### config.mk
export PLATFORM = sky130hd
export DESIGN_NAME = bcd_to_bin
export DESIGN_NICKNAME = d
export VERILOG_FILES = /design/src/rtl/dav_pkg.sv /design/src/rtl/bcd_to_bin_digit_mac.sv /design/src/rtl/bcd_to_bin.sv
export SDC_FILE = /design/constraint.sdc
export NUM_CORES = 1
export LEC_CHECK = 0
export CAP_MARGIN = 20
export CORE_ASPECT_RATIO = 1.1
export CORE_MARGIN = 3
export CORE_UTILIZATION = 53
export DETAILED_ROUTE_END_ITERATION = 7
export PLACE_DENSITY = 0.77
export SLEW_MARGIN = 20
export SYNTH_ARGS = -nofsm -noshare
export SYNTH_HDL_FRONTEND = slang
export SYNTH_SLANG_ARGS = --single-unit
### constraint.sdc
create_clock -name clk -period 6.8 [get_ports clk]
set_input_delay 1.36 -clock clk [delete_from_list [all_inputs] [get_ports clk]]
set_output_delay 1.36 -clock clk [all_outputs]
set_load 0.005 [all_outputs]
### src/rtl/dav_pkg.sv
// Shared constants and FSM state type for the BCD-to-binary converter.
package dav_pkg;

   localparam int NUM_DIGITS = 6;
   localparam int DIGIT_W    = 4;
   localparam int VALUE_W    = 20;
   localparam int IDX_W      = 3;
   localparam int BCD_W      = NUM_DIGITS * DIGIT_W;

   typedef enum logic [1:0] {
      IDLE = 2'd0,
      CONV = 2'd1,
      DONE = 2'd2
   } conv_state_t;

endpackage : dav_pkg

### src/rtl/bcd_to_bin_digit_mac.sv
// Combinational multiply-by-ten-and-add step, truncated to VALUE_W bits,
// plus a flag for a nibble that is not a decimal digit.
module digit_mac
   import dav_pkg::*;
(
   input  logic [VALUE_W-1:0] acc,
   input  logic [DIGIT_W-1:0] digit,
   output logic [VALUE_W-1:0] result,
   output logic               digit_bad
);

   // acc*10 built from two shifts so no multiplier is inferred
   always_comb begin
      result    = (acc << 3) + (acc << 1) + VALUE_W'(digit);
      digit_bad = (digit > DIGIT_W'(9));
   end

endmodule : digit_mac

### src/rtl/bcd_to_bin.sv
// Six-digit BCD to binary converter, one digit per cycle, MSD first.
// Optional macro BCD_DIGIT_CHECK_EN: report non-decimal nibbles via error.
module bcd_to_bin
   import dav_pkg::*;
(
   input  logic               clk,
   input  logic               rst,
   input  logic               start,
   input  logic [BCD_W-1:0]   digits,
   output logic               busy,
   output logic               done,
   output logic [VALUE_W-1:0] value,
   output logic               error
);

   conv_state_t        state_q, state_d;
   logic [BCD_W-1:0]   digits_q, digits_d;
   logic [VALUE_W-1:0] acc_q, acc_d;
   logic [IDX_W-1:0]   idx_q, idx_d;
   logic [VALUE_W-1:0] value_q, value_d;
   logic               error_q, error_d;
   logic [DIGIT_W-1:0] cur_digit;
   logic [VALUE_W-1:0] mac_result;
   logic               digit_bad;

`ifdef BCD_DIGIT_CHECK_EN
   logic               bad_seen_q, bad_seen_d;
`else
   logic               unused_digit_bad;
   assign unused_digit_bad = digit_bad;
`endif

   assign cur_digit = digits_q[idx_q*DIGIT_W +: DIGIT_W];

   digit_mac u_digit_mac (
      .acc       (acc_q),
      .digit     (cur_digit),
      .result    (mac_result),
      .digit_bad (digit_bad)
   );

   always_ff @(posedge clk) begin
      if (rst) begin
         state_q <= IDLE;
      end else begin
         state_q <= state_d;
      end
   end

   always_comb begin
      state_d = state_q;
      case (state_q)
         IDLE:    if (start) state_d = CONV;
         CONV:    if (idx_q == '0) state_d = DONE;
         DONE:    state_d = IDLE;
         default: state_d = IDLE;
      endcase
   end

   always_comb begin
      busy = (state_q != IDLE);
      done = (state_q == DONE);
   end

   // Result registers are loaded on the last CONV edge so they are valid throughout DONE
   always_comb begin
      digits_d = digits_q;
      acc_d    = acc_q;
      idx_d    = idx_q;
      value_d  = value_q;
      error_d  = error_q;
`ifdef BCD_DIGIT_CHECK_EN
      bad_seen_d = bad_seen_q;
`endif
      case (state_q)
         IDLE: begin
            if (start) begin
               digits_d = digits;
               acc_d    = '0;
               idx_d    = IDX_W'(NUM_DIGITS - 1);
`ifdef BCD_DIGIT_CHECK_EN
               bad_seen_d = 1'b0;
`endif
            end
         end
         CONV: begin
            acc_d = mac_result;
`ifdef BCD_DIGIT_CHECK_EN
            bad_seen_d = bad_seen_q | digit_bad;
`endif
            if (idx_q == '0) begin
`ifdef BCD_DIGIT_CHECK_EN
               value_d = (bad_seen_q | digit_bad) ? '0 : mac_result;
               error_d = bad_seen_q | digit_bad;
`else
               value_d = mac_result;
               error_d = 1'b0;
`endif
            end else begin
               idx_d = idx_q - IDX_W'(1);
            end
         end
         default: ;
      endcase
   end

   always_ff @(posedge clk) begin
      if (rst) begin
         digits_q <= '0;
         acc_q    <= '0;
         idx_q    <= '0;
         value_q  <= '0;
         error_q  <= 1'b0;
`ifdef BCD_DIGIT_CHECK_EN
         bad_seen_q <= 1'b0;
`endif
      end else begin
         digits_q <= digits_d;
         acc_q    <= acc_d;
         idx_q    <= idx_d;
         value_q  <= value_d;
         error_q  <= error_d;
`ifdef BCD_DIGIT_CHECK_EN
         bad_seen_q <= bad_seen_d;
`endif
      end
   end

   assign value = value_q;
   assign error = error_q;

endmodule : bcd_to_bin

==> impl_results.md <==
* Status: finished clean
* Worst-path clk slew at 0.08 ns
* Residual DRC at 0
* CORE AREA at 6749 sq um
* Longest Clk Path Bufs at 2
* DR iter-0 viols at 139
* Final hold violation count at 0
* FF+latch area at 1361 sq um
* Top post-synthesis cells by area: dfxtp_1 36%, ha_1 12%, nand2_1 9.9%
* Post-Place Worst Slack at 2.860 ns
* Gr ovfl total at 0
* CP endpoint kind: flop
* Vias in the first global route at 3082
* Mapped Nets at 518
* Number of fill cells at 562
* Multi-input gate area at 2270 sq um
* Wire length per cell at 14.56 microns
* HPWL reported at the end of detailed placement at 5.868 mm
* Gr usage total at 21.85%
* H-tree lvl count at 3
* Routed WL at 8.357 mm
* Clock Sinks at 68
* Clk_lat worst skew at 0.36 ns
* CTS resizes at 0
* Largest net degree at the start of global routing at 78
* Layout cell share with drive strength beyond 1 at 6.098%
* Root Buffer: clkbuf_8
* Initial Utilization at 56.23%
* Slowest cell on crit path: dfxtp_1
* Maximum fanout along the worst path at 11
* Number of antenna violations at the first check in global routing at 0
* I/O Pins at 50
* RD Place Congestion at 0.8875
* Vias per Instance at 5.740
* Top cells by count, synth: 100 x nand2_1, 68 x dfxtp_1, 66 x a21oi_1, 36 x ha_1, 22 x nor2_1
* Clock skew at 0.01053 ns
* Leak at 0.001826 uW
* Critical-path cell list: mux4_2, a21oi_1, fa_1, fa_1, nor2b_4, o31a_4, a41oi_4, o31ai_4, a221oi_2, or4_1, nand3_1
* Nets@finish at 552
* Yosys reg bits at 68
* Setup CP Type: flop to flop
* Most common cell in the netlist: nand2_1
* Period utilization at 58.29%
* WP data required at 7.11 ns
* Worst min path class: flop to flop
* Die Y at 94.75 microns
* Family with the most delay on the worst path: compound AO/OA/AOI/OAI gates
* Crit path top cell by count: fa_1
* Std-Cell Rows at 31
* Max-slew violation count at 0
* Final ANT Viol Nets at 0
* Register area share after synthesis at 35.87%
* Number of warnings issued by yosys at 0
* Final WS setup at 2.836 ns
* Top-area cell type share of the netlist area at 35.87%
* Synth unique cells at 55
* Worst rel slew slack at 33.49%
* Area Overhead vs Synth at 17.64%
* Crit path arrival time at 4.27 ns
* Tightest Pin Transition at 0.9976 ns
* Worst hold slack at 0.4546 ns
* IO buf count at 48
* Max IR drop VDD at 0.1499 mV
* Ys async rst share at 0%
* Number of flops mapped to enable cells by yosys at 0
* CTS Buf Count at 9
* Biggest area consumer among synthesized cells: dfxtp_1
* Largest family of logic cells by synthesized area: simple AND/OR/NAND/NOR gates
* Post-Synth Simple-Gate Area at 20.44%
* Post-CTS Hold Buffers at 0
* Via Count at 3295
* Crit path time final at 3.964 ns
* Post-Synth XOR/XNOR Area at 3.462%
* Global-route wire length before repair at 14.30 mm
* Finish-stage setup viols at 0
* CTS tree: done
* Synth Area in Compound Gates at 19.45%
* DRT Pass-1 Iters at 4
* CP startpoint kind: flop
* Main flop type after synthesis: dfxtp_1
* Post-synthesis mux area share at 3.429%
* Adder-cell share of the synthesized area at 12.92%
* Max-Cap Viols at 0
* CP max stage delay at 0.67 ns
* Chip width at 86.68 microns
* Max Clk Rate at 252.3 MHz
* Setup TNS Final at 0 ns
* Syn avg cell area at 8.377 sq um
* Diode count at 0
* Syn Std Cell Area at 3795 sq um
* Cells after Synth at 453
* Die area at 8213 sq um
* CP bufs+invs at 0
* Postcts setup bufs at 0
* Cell Pwr Density at 201.1 nW/um^2
* RSZ-0062 raised after global routing: false
power breakdown:
group	total [uW]	internal [uW]	switching [uW]
Clock	340	172	168
Combinational	127	54.4	72.5
Sequential	430	416	14.3
Total	898	643	255
worst min-delay path, delay by kind of cell, from the launching register on:
| kind | cells | cell delay (ns) |
|---|---|---|
| flops | 1 | 0.31 |
| simple gates | 1 | 0.05 |
| compound gates | 1 | 0.05 |
layout make-up:
class                           count  share of cell area (%)
Sequential cell                    68                   30.49
Inverter                           11                  0.9249
Clock inverter                      6                   1.598
Clock buffer                       10                   2.859
Timing Repair Buffer               50                   10.99
Tap cell                           82                   2.298
Multi-Input combinational cell    347                   50.84
path summary, 6_finish.rpt:
check | startpoint | endpoint | slack [ns] | cells past startpoint
worst max-delay path | idx_q[0]$_SDFFE_PP0P_ | acc_q[18]$_SDFFE_PP0P_ | 2.84 | 11
worst max register to register | idx_q[0]$_SDFFE_PP0P_ | acc_q[18]$_SDFFE_PP0P_ | 2.84 | 11
worst min register to register | value[12]$_SDFFE_PP0P_ | value[12]$_SDFFE_PP0P_ | 0.45 | 2
worst min-delay path | value[12]$_SDFFE_PP0P_ | value[12]$_SDFFE_PP0P_ | 0.45 | 2
cells in the final DEF (no fill, tap or decap), types with 6 or more instances in the layout:
master	netlist	layout
nand2_1	100	100
a211oi_1	6	6
xnor2_1	12	12
a21o_1	7	7
o21ai_0	10	10
nand3_1	17	17
clkbuf_8	0	9
nor2_1	22	22
nor3_1	6	6
dfxtp_1	68	68
clkdlybuf4s50_1	0	47
ha_1	36	36
a21oi_1	66	66
inv_1	11	11
layer usage:
metal | vias up | track usage (%) | routed length, microns
met4 | 0 | 9.481 | 181
met3 | 16 | 4.450 | 324
met1 | 1546 | 26.21 | 3558
li1 | 1653 | - | -
met2 | 80 | 37.63 | 4292
met5 | - | 0 | 0
registers in the layout, summed over array words and instances (netlist names):
signal / flops
acc_q: 19
digits_q: 24
idx_q: 3
state_q: 2
value: 20
kinds of logic after synthesis:
kind of cell	count (synthesis)
XOR/XNOR	15
buffers and inverters	38
other	1
multiplexers	8
AND/OR/NAND/NOR	172
AO/OA/AOI/OAI	113
adder cells (fa/ha/maj)	38
flip-flops	68
through the flow:
step                instances  total power, uW  instance area [sq um]  util (%)
finish                    574            897.6                   4464     66.15
global route              574            932.8                   4464     66.15
CTS                       574            902.9                   4464     66.15
detailed placement        558            567.7                   4265     63.20
global placement          558            563.6                   4265     63.20
floorplan                 453            522.2                   3795         -
No activity file was read; power rests on OpenSTA's default activity.
